===== config.mk =====
export PLATFORM = sky130hd
export DESIGN_NAME = input_conditioner_flat
export DESIGN_NICKNAME = d
export VERILOG_FILES = /design/src/rtl/input_conditioner_if.sv /design/src/rtl/input_conditioner.sv /design/src/flat_wrapper.sv
export SDC_FILE = /design/constraint.sdc
export NUM_CORES = 1
export LEC_CHECK = 0
export CORE_AREA = 2 2 39 41
export DETAILED_ROUTE_END_ITERATION = 6
export DIE_AREA = 0 0 41 43
export DONT_BUFFER_PORTS = 1
export GPL_TIMING_DRIVEN = 0
export PLACE_DENSITY = 0.62
export SLEW_MARGIN = 40
export SYNTH_ARGS = -nofsm -noshare
export SYNTH_HDL_FRONTEND = slang
export SYNTH_SLANG_ARGS = --single-unit
export TNS_END_PERCENT = 10

===== constraint.sdc =====
create_clock -name clk -period 3.5 [get_ports clk]
set_clock_uncertainty 0.15 [all_clocks]
set_input_delay 0.7 -clock clk [delete_from_list [all_inputs] [get_ports clk]]
set_output_delay 0.7 -clock clk [all_outputs]
set_load 0.05 [all_outputs]

===== src/rtl/input_conditioner_if.sv =====
// Signal bundle between the raw input pins and the start/count controller.
// The DUT connects through the slave modport; the pin-side driver uses master.
interface input_conditioner_if;
    logic s_raw;
    logic x_raw;
    logic busy;
    logic S;
    logic X;
    logic s_drop;

    modport master (
        output s_raw,
        output x_raw,
        output busy,
        input  S,
        input  X,
        input  s_drop
    );

    modport slave (
        input  s_raw,
        input  x_raw,
        input  busy,
        output S,
        output X,
        output s_drop
    );
endinterface


===== src/rtl/input_conditioner.sv =====
// Synchronises and debounces the raw start/count inputs, turning each start
// press into a single-cycle S pulse (or an s_drop flag when the controller is busy).
module input_conditioner #(
    parameter int SYNC_STAGES = 2,
    parameter int DEB_CYCLES  = 4,
    parameter int CNT_W       = 3
) (
    input  logic                 clk,
    input  logic                 rst_n,
    input_conditioner_if.slave   bus
);

    localparam logic [1:0] ARMED    = 2'b00;
    localparam logic [1:0] FIRE     = 2'b01;
    localparam logic [1:0] WAIT_REL = 2'b10;

    localparam logic [CNT_W-1:0] CNT_LAST = CNT_W'(DEB_CYCLES - 1);

    logic [SYNC_STAGES-1:0] r_sync_s;
    logic [SYNC_STAGES-1:0] r_sync_x;
    logic [1:0]             w_sync;
    logic [CNT_W-1:0]       r_cnt [2];
    logic [1:0]             r_deb;
    logic [1:0]             r_state;
    logic [1:0]             w_state_nxt;
    logic                   w_drop_nxt;
    logic                   r_drop;

    always_ff @(posedge clk or negedge rst_n) begin
        if (!rst_n) begin
            r_sync_s <= '0;
            r_sync_x <= '0;
        end else begin
            r_sync_s <= {r_sync_s[SYNC_STAGES-2:0], bus.s_raw};
            r_sync_x <= {r_sync_x[SYNC_STAGES-2:0], bus.x_raw};
        end
    end

    // Channel 0 = start, channel 1 = count.
    assign w_sync = {r_sync_x[SYNC_STAGES-1], r_sync_s[SYNC_STAGES-1]};

    always_ff @(posedge clk or negedge rst_n) begin
        if (!rst_n) begin
            for (int unsigned ch = 0; ch < 2; ch++) begin
                r_cnt[ch] <= '0;
            end
            r_deb <= '0;
        end else begin
            for (int unsigned ch = 0; ch < 2; ch++) begin
                if (w_sync[ch] == r_deb[ch]) begin
                    r_cnt[ch] <= '0;
                end else if (r_cnt[ch] < CNT_LAST) begin
                    r_cnt[ch] <= r_cnt[ch] + 1'b1;
                end else begin
                    r_deb[ch] <= w_sync[ch];
                    r_cnt[ch] <= '0;
                end
            end
        end
    end

    // busy only matters on the edge the debounced press is first seen in ARMED.
    always_comb begin
        w_state_nxt = ARMED;
        w_drop_nxt  = 1'b0;
        case (r_state)
            ARMED: begin
                if (r_deb[0]) begin
                    w_state_nxt = bus.busy ? WAIT_REL : FIRE;
                    w_drop_nxt  = bus.busy;
                end else begin
                    w_state_nxt = ARMED;
                end
            end
            FIRE:     w_state_nxt = WAIT_REL;
            WAIT_REL: w_state_nxt = r_deb[0] ? WAIT_REL : ARMED;
            default:  w_state_nxt = ARMED;
        endcase
    end

    always_ff @(posedge clk or negedge rst_n) begin
        if (!rst_n) begin
            r_state <= ARMED;
            r_drop  <= 1'b0;
        end else begin
            r_state <= w_state_nxt;
            r_drop  <= w_drop_nxt;
        end
    end

    assign bus.S      = (r_state == FIRE);
    assign bus.X      = r_deb[1];
    assign bus.s_drop = r_drop;

endmodule


===== src/flat_wrapper.sv =====
// flat-port wrapper written by rule: the top's interface ports become plain ports
module input_conditioner_flat 
#(
    parameter int SYNC_STAGES = 2,
    parameter int DEB_CYCLES  = 4,
    parameter int CNT_W       = 3
)
  (clk, rst_n, bus_s_raw, bus_x_raw, bus_busy, bus_S, bus_X, bus_s_drop);
  input_conditioner_if bus_i ();
  input  logic clk;
  input  logic rst_n;
  input wire logic [$bits(bus_i.s_raw)-1:0] bus_s_raw;
  input wire logic [$bits(bus_i.x_raw)-1:0] bus_x_raw;
  input wire logic [$bits(bus_i.busy)-1:0] bus_busy;
  output wire logic [$bits(bus_i.S)-1:0] bus_S;
  output wire logic [$bits(bus_i.X)-1:0] bus_X;
  output wire logic [$bits(bus_i.s_drop)-1:0] bus_s_drop;
  assign bus_i.s_raw = bus_s_raw;
  assign bus_i.x_raw = bus_x_raw;
  assign bus_i.busy = bus_busy;
  assign bus_S = bus_i.S;
  assign bus_X = bus_i.X;
  assign bus_s_drop = bus_i.s_drop;
  input_conditioner #(.SYNC_STAGES(SYNC_STAGES), .DEB_CYCLES(DEB_CYCLES), .CNT_W(CNT_W)) u_core (.clk(clk), .rst_n(rst_n), .bus(bus_i));
endmodule

* Word-level counts from Yosys, hierarchy flattened
Index checks and enable logic that the tools add are counted.
Storage, ports and cells: bits in registers 15, output and inout port bits 3, word-level logic and storage cells 33
Operators by class: add/subtract/negate cells 2, magnitude comparators 2, equal/unequal tests 4, multiplexer cells 10, bitwise operators 4, reductions and logical operators 3
Operators with widths (count):
- two-way mux 3 bit | 4
- adder 3 x 1 -> 3 bit, second input constant | 2
- < comparator 3 x 2 -> 1 bit, second input constant | 2
- two-way mux 2 bit | 3
- one-hot mux 2 bit (3 select lines) | 1
- NOT 1 bit | 4
- AND reduction 2 bit | 2
- == test 1 bit | 2
- == test 2 x 1 -> 1 bit, second input constant | 1
- == test 2 bit, second input constant | 1
- zero test 2 bit | 1
- two-way mux 1 bit | 2

* Depth between registers and ports, before layout
depth after elaboration 3, gate-level depth with buffers 2, depth with buffers taken out 2

* Worst setup path after synthesis
No wires, ideal clock.
path type reg-to-output, start register u_core.r_state[1], end output port bus_S, arrival time 1.107 ns, data required time 2.650 ns, setup slack 1.543 ns, cell stages (with the launch flop) 2, path through dfrtp_1 nor2b_1
On the way: longest elaborated chain between the ends 1
RTL lines:
- from (decl) | RTL line input_conditioner.sv:24 | logic [1:0] r_state;
- from (signal assigned) | RTL line input_conditioner.sv:86 | r_state <= w_state_nxt;
- == test 2 x 1 -> 1 bit | RTL line input_conditioner.sv:91 | assign bus.S = (r_state == FIRE);
- to (decl) | RTL line flat_wrapper.sv:15 | output wire logic [$bits(bus_i.S)-1:0] bus_S;
Every way passes these cells.

* Worst setup path in the final report
start register u_core.r_state[0], end output port bus_S
Same word-level chain as after synthesis.

==> results.ini <==
[layout]
final_net_count=49
drive_gt1_share_pct=14.6
nFillCells=129
seqCellArea_um2=375
final_cells=57
area_growth_pct=10.8
antennaDiodeCount=0
design_area_um2=604
final_cell_mix=15 x dfrtp_1, 5 x nor4b_1, 3 x clkbuf_4
multi_input_area_um2=173
layout_commonest_cell=dfrtp_1

[routing]
highest_layer=met4
drc=0
routed-via-count=310
viasPerCell=5.44
ant_nets=0
route.met3.wl_um=41
routed_wl_um=830
wire_per_inst_um=14.6
initialDrtViolationCount=1
wl_met2_um=456
wl_met1_um=313
dr.pass1.iters=2

[die]
dieWidth_um=41
fp.dieH_um=43
num_rows=14
ios=8
start_util_pct=39.4
coreArea_um2=1380
dieArea_um2=1760

[synthesis]
synth_cells=36
synth.area.top_cells=dfrtp_1 69%, nor4b_1 8.0%, ha_1 4.6%
synth_fp_nets=43
synth_top_area_share_pct=68.8
synth_area_leader_cell=dfrtp_1
ys_warn_count=0
syn_avg_cell_area_um2=15.2
synth-seq-cells=15
synth.yosys.seq_area_share_pct=68.8
synth_area_um2=546
ys_types=12

[sta]
fin_crit_sh_pct=58.0
rsz0062_at_grt=false
tns_ns=0
setup_viol=0
min_period_ns=2.03
hold_viol_final=0
holdWs_ns=0.210
worst_slew_pin_slew_ns=0.622
slew_headroom_pct=58.4
slew_viol_final=0
fmax_ghz=0.493

[clock_tree]
clockBufferDepth=2
cts_tree=yes
numCtsBuffers=3
clk_pin_slew_ns=0.08
worstSkewPairLatency_ns=0.27
cts_sinks=15
hold_buffers=1
root_buffer=clkbuf_4
htree_levels=1
postCtsResizedCells=0
cts_setup_buffers=0

[setup_path]
worst_path_max_delay_cell=nor2b_2
worstReg2RegStart=u_core.r_deb[1]$_DFFE_PN0P_
crit_fanout=4
worst-path-buf-inv=0
end_kind=primary output
arrival_ns=1.18
critPathMaxStageDelay_ns=0.52
crit_type=flop to primary output
rrSetupSlack_ns=1.98
critPathTopFamily=simple AND/OR/NAND/NOR gates
cp_cell_sequence=nor2b_2
required_ns=2.65
worstSetupStartpointType=flop
worstSetupStartpoint=u_core.r_state[0]$_DFF_PN0_

[global_routing]
antenna_found_initial=0
grt_overflow=0
grt_pass1_wl_um=1440
grt.total_usage_pct=12.8
grt_max_degree=16
grt_pass1_vias=352

[place]
io_buffers=0
placed_cell_area_um2=568
dp.cells=52
hpwl_um=649
gp_congestion=0.649

[power]
ir_drop_mv=0.445
power.density_nw_per_um2=827
leakage_nw=0.265
power_w=0.000500

[min_path]
hold_start=u_core.r_sync_s[0]$_DFF_PN0_
min_path_type=flop to flop

[job]
maxCapViolCount=0

[outcome]
status=finished, final reports clean

-- cell families (layout without fill, tap and decap cells) --
family	Yosys count	after routing	synth area share (%)
AO/OA/AOI/OAI	4	4	4.13
XOR/XNOR	2	2	3.21
adder cells (fa/ha/maj)	2	2	4.59
buffers and inverters	0	5	0
flip-flops	15	15	68.8
multiplexers	2	2	4.13
AND/OR/NAND/NOR	11	11	15.1
-- stage by stage --
step / util (%) / setup slack, ns
final: 43.7 / 1.47
after detailed placement: 41.0 / 1.77
after global placement: 40.9 / 1.51
after global routing: 43.7 / 1.40
after floorplan: - / 1.54
after CTS: 43.7 / 1.46
-- flip-flops by register name (all words and copies together), names as in the netlist --
name,cells
u_core.r_cnt,6
u_core.r_sync_s,2
u_core.r_sync_x,2
u_core.r_state,2
u_core.r_deb,2
u_core.bus.s_drop,1
-- synthesized netlist by cell type --
cell type  count
a21oi_1        2
and2_1         2
dfrtp_1       15
ha_1           2
mux2_2         2
nor2b_1        1
nor3_1         2
nor4b_1        5
nor4bb_1       1
o21ai_0        1
o21bai_1       1
xnor2_1        2
-- report_power, final --
part | switching [W] | internal, W | total, W
Combinational | 0.0000534 | 0.0000573 | 0.000111
Clock | 0.0000467 | 0.0000441 | 0.0000909
Sequential | 0.0000783 | 0.000220 | 0.000298
-- layout make-up --
| type | instances | area share (%) |
|---|---|---|
| Timing Repair Buffer | 1 | 1.66 |
| Sequential cell | 15 | 62.1 |
| Clock buffer | 4 | 4.35 |
| Multi-Input combinational cell | 21 | 28.6 |
| Tap cell | 16 | 3.31 |
-- final timing paths --
check / to / cells past startpoint
min in group asynchronous: u_core.r_cnt[2]$_DFF_PN0_ / 1
setup reg to reg: u_core.r_cnt[2]$_DFF_PN0_ / 2
setup / recovery: bus_S / 1
hold / removal: u_core.r_sync_s[1]$_DFF_PN0_ / 0
max in group asynchronous: u_core.r_cnt[4]$_DFF_PN0_ / 1
hold reg to reg: u_core.r_sync_s[1]$_DFF_PN0_ / 0
-- layer usage --
| metal | up-vias | global-route usage [%] |
|---|---|---|
| li1 | 143 | - |
| met1 | 155 | 13.9 |
| met2 | 8 | 19.7 |
| met3 | 4 | 3.66 |
| met4 | 0 | 10.0 |
| met5 | - | 0 |
Power figures use the tool's default switching activity.
